$ cat src/rtl/buzzer_arbiter.sv
// Round-robin arbiter sharing one tone generator between two beep requesters.
// Plays the granted tone for dur ticks, then holds a silent gap before returning to idle.
module buzzer_arbiter #(
  parameter int TONE_W    = 22,
  parameter int DUR_W     = 8,
  parameter int TICK_DIV  = 27000,
  parameter int GAP_TICKS = 1
) (
  input  logic              clk,
  input  logic              rst_n,
  input  logic [1:0]        req,
  input  logic [TONE_W-1:0] tone0,
  input  logic [TONE_W-1:0] tone1,
  input  logic [DUR_W-1:0]  dur0,
  input  logic [DUR_W-1:0]  dur1,
  output logic [1:0]        grant,
  output logic [1:0]        done,
  output logic              busy,
  output logic [TONE_W-1:0] tone
);

  localparam int PW = $clog2(TICK_DIV);
  localparam int GW = (GAP_TICKS > 1) ? $clog2(GAP_TICKS) : 1;

  typedef enum logic [1:0] {IDLE, PLAY, GAP} state_t;

  state_t            state, state_nx;
  logic [PW-1:0]     presc, presc_nx;
  logic [DUR_W-1:0]  dcnt, dcnt_nx;
  logic [DUR_W-1:0]  dur_q, dur_nx;
  logic [GW-1:0]     gcnt, gcnt_nx;
  logic              last_q, last_nx;
  logic [1:0]        grant_nx, done_nx;
  logic              busy_nx;
  logic [TONE_W-1:0] tone_nx;
  logic              win;
  logic              wrap;
  logic              leave_play;

  assign wrap = (presc == PW'(TICK_DIV - 1));

  // last_q resets to 1 so requester 0 wins the first contention.
  always_ff @(posedge clk or negedge rst_n) begin
    if (!rst_n) begin
      state  <= IDLE;
      presc  <= '0;
      dcnt   <= '0;
      dur_q  <= '0;
      gcnt   <= '0;
      last_q <= 1'b1;
      grant  <= '0;
      done   <= '0;
      busy   <= 1'b0;
      tone   <= '0;
    end else begin
      state  <= state_nx;
      presc  <= presc_nx;
      dcnt   <= dcnt_nx;
      dur_q  <= dur_nx;
      gcnt   <= gcnt_nx;
      last_q <= last_nx;
      grant  <= grant_nx;
      done   <= done_nx;
      busy   <= busy_nx;
      tone   <= tone_nx;
    end
  end

  always_comb begin
    state_nx   = state;
    presc_nx   = presc;
    dcnt_nx    = dcnt;
    dur_nx     = dur_q;
    gcnt_nx    = gcnt;
    last_nx    = last_q;
    grant_nx   = grant;
    done_nx    = 2'b00;
    busy_nx    = busy;
    tone_nx    = tone;
    win        = 1'b0;
    leave_play = 1'b0;

    case (state)
      IDLE: begin
        if (req != 2'b00) begin
          win      = (req == 2'b11) ? ~last_q : req[1];
          last_nx  = win;
          grant_nx = win ? 2'b10 : 2'b01;
          dur_nx   = win ? dur1 : dur0;
          tone_nx  = win ? tone1 : tone0;
          if ((win ? dur1 : dur0) == '0) begin
            tone_nx = '0;
          end
          busy_nx  = 1'b1;
          presc_nx = '0;
          dcnt_nx  = '0;
          state_nx = PLAY;
        end
      end

      PLAY: begin
        // Completion is judged on the final prescaler wrap, so dcnt never exceeds dur-1.
        if ((req & grant) == 2'b00) begin
          leave_play = 1'b1;
        end else if ((dur_q == '0) || (wrap && (dcnt == dur_q - DUR_W'(1)))) begin
          done_nx    = grant;
          leave_play = 1'b1;
        end else begin
          presc_nx = wrap ? '0 : presc + PW'(1);
          if (wrap) begin
            dcnt_nx = dcnt + DUR_W'(1);
          end
        end
      end

      GAP: begin
        presc_nx = wrap ? '0 : presc + PW'(1);
        if (wrap) begin
          if (gcnt == GW'(GAP_TICKS - 1)) begin
            state_nx = IDLE;
            busy_nx  = 1'b0;
          end else begin
            gcnt_nx = gcnt + GW'(1);
          end
        end
      end

      default: begin
        state_nx = IDLE;
        grant_nx = 2'b00;
        busy_nx  = 1'b0;
        tone_nx  = '0;
      end
    endcase

    if (leave_play) begin
      grant_nx = 2'b00;
      tone_nx  = '0;
      presc_nx = '0;
      gcnt_nx  = '0;
      if (GAP_TICKS == 0) begin
        state_nx = IDLE;
        busy_nx  = 1'b0;
      end else begin
        state_nx = GAP;
      end
    end
  end

endmodule
$ cat config.mk
export PLATFORM = sky130hd
export DESIGN_NAME = buzzer_arbiter
export DESIGN_NICKNAME = d
export VERILOG_FILES = /design/src/rtl/buzzer_arbiter.sv
export SDC_FILE = /design/constraint.sdc
export NUM_CORES = 1
export LEC_CHECK = 0
export ABC_AREA = 1
export CAP_MARGIN = 20
export CORE_ASPECT_RATIO = 1.75
export CORE_UTILIZATION = 24
export DETAILED_ROUTE_END_ITERATION = 10
export PLACE_DENSITY = 0.42
export SYNTH_ARGS = -nofsm -noshare
export SYNTH_HDL_FRONTEND = slang
export SYNTH_SLANG_ARGS = --single-unit
$ cat constraint.sdc
create_clock -name clk -period 3.47 [get_ports clk]
set_input_delay 0.694 -clock clk [delete_from_list [all_inputs] [get_ports clk]]
set_output_delay 0.694 -clock clk [all_outputs]
set_load 0.05 [all_outputs]
==> metrics.csv <==
stage,metric,value,unit
yosys,sequential area share after synthesis,0.410,
placed_design,dpl cells,746,
grt,Tot GR Track Use,0.158,
grt,vias in the first global route,3579,
detailed_routing,initial DRC count,114,
sta,Fin Setup TNS,0,ns
grt,grt ovf,0,
cts,CTS sink cnt,61,
yosys,synthesized area per cell,7.64,sq um
yosys,Post-Synth XOR/XNOR Area,0.0483,
yosys,Synth Warn #,0,
grt,initial antenna violation count,0,
detailed_routing,WL per Instance,15.8,um
detailed_routing,final WL,12000,um
run_status,status,"complete, no violations",
placed_design,hpwl dp,8990,um
yosys,post-synthesis cell area,3730,sq um
yosys,library cells used by synthesis,35,
cts,CTS H-tree depth,3,
finish,non-filler cells in the finished layout,763,
die,die height,167,um
cts,CTS Hold Bufs,0,
die,core region area,15100,sq um
yosys,mux contribution to synthesized area,0.0215,
yosys,post-synth top area share,0.403,
grt,global-route wire length before repair,18800,um
setup_path,startpoint types,input pin,
cts,PostCTS Resize Cnt,0,
yosys,complex-gate fraction of the synthesized area,0.115,
yosys,simple-gate share of the synthesized area,0.313,
yosys,syn nets,560,
sta,Worst slew margin,0.586,
sta,clk_skew,0.0104,ns
yosys,Synth Register Bits,61,
finish,fill cell count,1596,
die,DIE AREA,16100,sq um
sta,worst-margin pin slew,0.620,ns
sta,Slew Limit Fails,0,
sta,crit share post-route,0.714,
detailed_routing,DRC viols,0,
sta,fmax,0.404,GHz
yosys,area share of fa/ha/maj cells after synthesis,0.0268,
placed_design,Placer Congestion,0.880,
worst_hold_path,Hold/Removal Path Class,input pin to async pin,
setup_path,worst-path fanout max,22,
run,max-cap viol count,0,
cts,Skew-Pair Late Insertion Delay,0.33,ns
finish,share of cells above drive strength 1,0.0655,
placed_design,IO Port Bufs,90,
yosys,largest family of logic cells by synthesized area,simple AND/OR/NAND/NOR gates,
die,Die Wd,96.2,um
finish,Final Util,0.341,
detailed_routing,DR vias/cell,4.63,
pwr,Power Density,733,nW/um^2
setup_path,Critical Path RT,3.67,ns
sta,final number of hold-violating endpoints,0,
setup_path,Crit Path Category,input pin to register,
detailed_routing,vias,3529,
detailed_routing,DRT antenna net count,0,
cts,CTS tree,done,
grt,largest net degree at the start of global routing,41,
die,starting density of the core,0.248,
yosys,Syn Inst Count,488,
pwr,Tot Pwr,3.77,mW
finish,ant diodes,0,
cts,"Clk pin slew, worst setup/hold paths",0.06,ns
sta,Final Setup Violations,0,
die,Rows,59,
yosys,Area contributors post-synth,"dfrtp_1, nand2_1, a22o_1",
setup_path,Crit. End Element,register,
cts,Post-CTS Setup Inserts,0,
finish,Nets,647,
setup_path,CP Data Arrival Time,2.67,ns
finish,Area growth syn-to-layout,37.7,%
cts,cts bufs inserted,9,
sta,Final min period,2.48,ns
pwr,leakage power,2.31,nW
detailed_routing,drt first pass iters,4,
pwr,VDD IR max,0.274,mV
sta,RSZ-0062 raised after global routing,no,
die,I/O pins,91,
cts,clock tree buffer depth,2,
yosys,cell taking the most area after synthesis,dfrtp_1,
cts,Clock Root Buffer,clkbuf_16,
## worst max-delay path: stages
cell and delay [ns]:
clkdlybuf4s50_1 0.53, nand2_1 0.08, nand2_2 0.24, mux2i_1 0.37
nand4_1 0.15, or2_0 0.23, buf_4 0.22, nand2_1 0.09
a21oi_1 0.06
## final timing paths
kind | startpoint | to | slack [ns] | depth (start not counted)
worst max register to register | dur_q[0] | tone[11] | 1.10 | 14
worst min-delay path | rst_n | presc[10] | 0.16 | 1
worst max-delay path | req[0] | tone[0] | 0.99 | 9
worst min register to register | last_q | last_q | 0.46 | 2
min in group clk | last_q | last_q | 0.46 | 2
max in group asynchronous | rst_n | tone[7] | 2.50 | 3
## kinds of logic after synthesis
logic type,Yosys count
AO/OA/AOI/OAI,68
XOR/XNOR,19
flip-flops,61
AND/OR/NAND/NOR,266
multiplexers,8
buffers and inverters,58
adder cells (fa/ha/maj),8
## layout make-up
class                           count  area, sq um  share of cell area
Inverter                           38          143              0.0278
Tap cell                          183          229              0.0446
Clock buffer                       12          256              0.0499
Timing Repair Buffer               96          953               0.186
Clock inverter                      4         70.1              0.0136
Sequential cell                    61         1530               0.297
Multi-Input combinational cell    369         1960               0.381
## through the flow
step / area (sq um) / setup WS [ns] / hold slack [ns]
floorplan: 3730 / 1.51 / 0.398
global placement: 4790 / 0.657 / 0.456
detailed placement: 4790 / 0.611 / 0.459
CTS: 5120 / 0.948 / 0.467
global route: 5140 / 0.781 / 0.154
finish: 5140 / 0.993 / 0.159
## sequential cells by signal, indices dropped and copies added, names as in the netlist
name,cells
tone,22
dcnt,8
last_q,1
busy,1
done,2
dur_q,8
state,2
grant,2
presc,15
## power breakdown
group	internal, mW	total, mW	switching (mW)	leakage, nW
clock network	0.665	0.991	0.326	0.163
registers	0.884	1.04	0.155	0.816
logic	0.600	1.74	1.14	1.33
## per-layer routing
| layer | part of all wire | up-vias | GRT usage | wire length [um] |
|---|---|---|---|---|
| li1 | - | 1789 | - | - |
| met1 | 0.36 | 1670 | 0.164 | 4340 |
| met2 | 0.59 | 53 | 0.299 | 7090 |
| met3 | 0.026 | 17 | 0.0301 | 312 |
| met4 | 0.024 | 0 | 0.0571 | 289 |
| met5 | 0 | - | 0 | 0 |
## synth_stat cells (all sizes together)
cell type,number
clkinv,1
a22o,23
a21oi,24
or2,2
o211ai,1
o21ai,19
dfrtp,60
nand2,160
nand4,23
nand3,19
ha,8
nor3b,3
and2,1
inv,37
xnor2,7
dfstp,1
nand3b,1
a31oi,1
xor2,11
or4,1
mux2i,8
nor2,42
buf,10
clkbuf,10
xnor3,1
nor3,14
## placed cells by master (no fill, tap or decap), types with 2 or more instances in the layout
cell / count
ha_1: 8
clkbuf_16: 9
xor2_1: 11
nor2_1: 39
mux2i_1: 8
a22o_1: 23
nand3_1: 18
o21ai_0: 16
a21oi_1: 24
clkbuf_8: 2
bufinv_16: 2
nor3_1: 14
clkdlybuf4s50_1: 89
o21ai_1: 3
inv_1: 35
inv_2: 2
nand2_4: 2
dfrtp_1: 60
nor3b_1: 3
xnor2_1: 7
nand2_2: 4
nand4_1: 23
nand2_1: 154
buf_4: 5
clkinv_2: 2
nor2_2: 3
No activity file was read; power rests on OpenSTA's default activity.
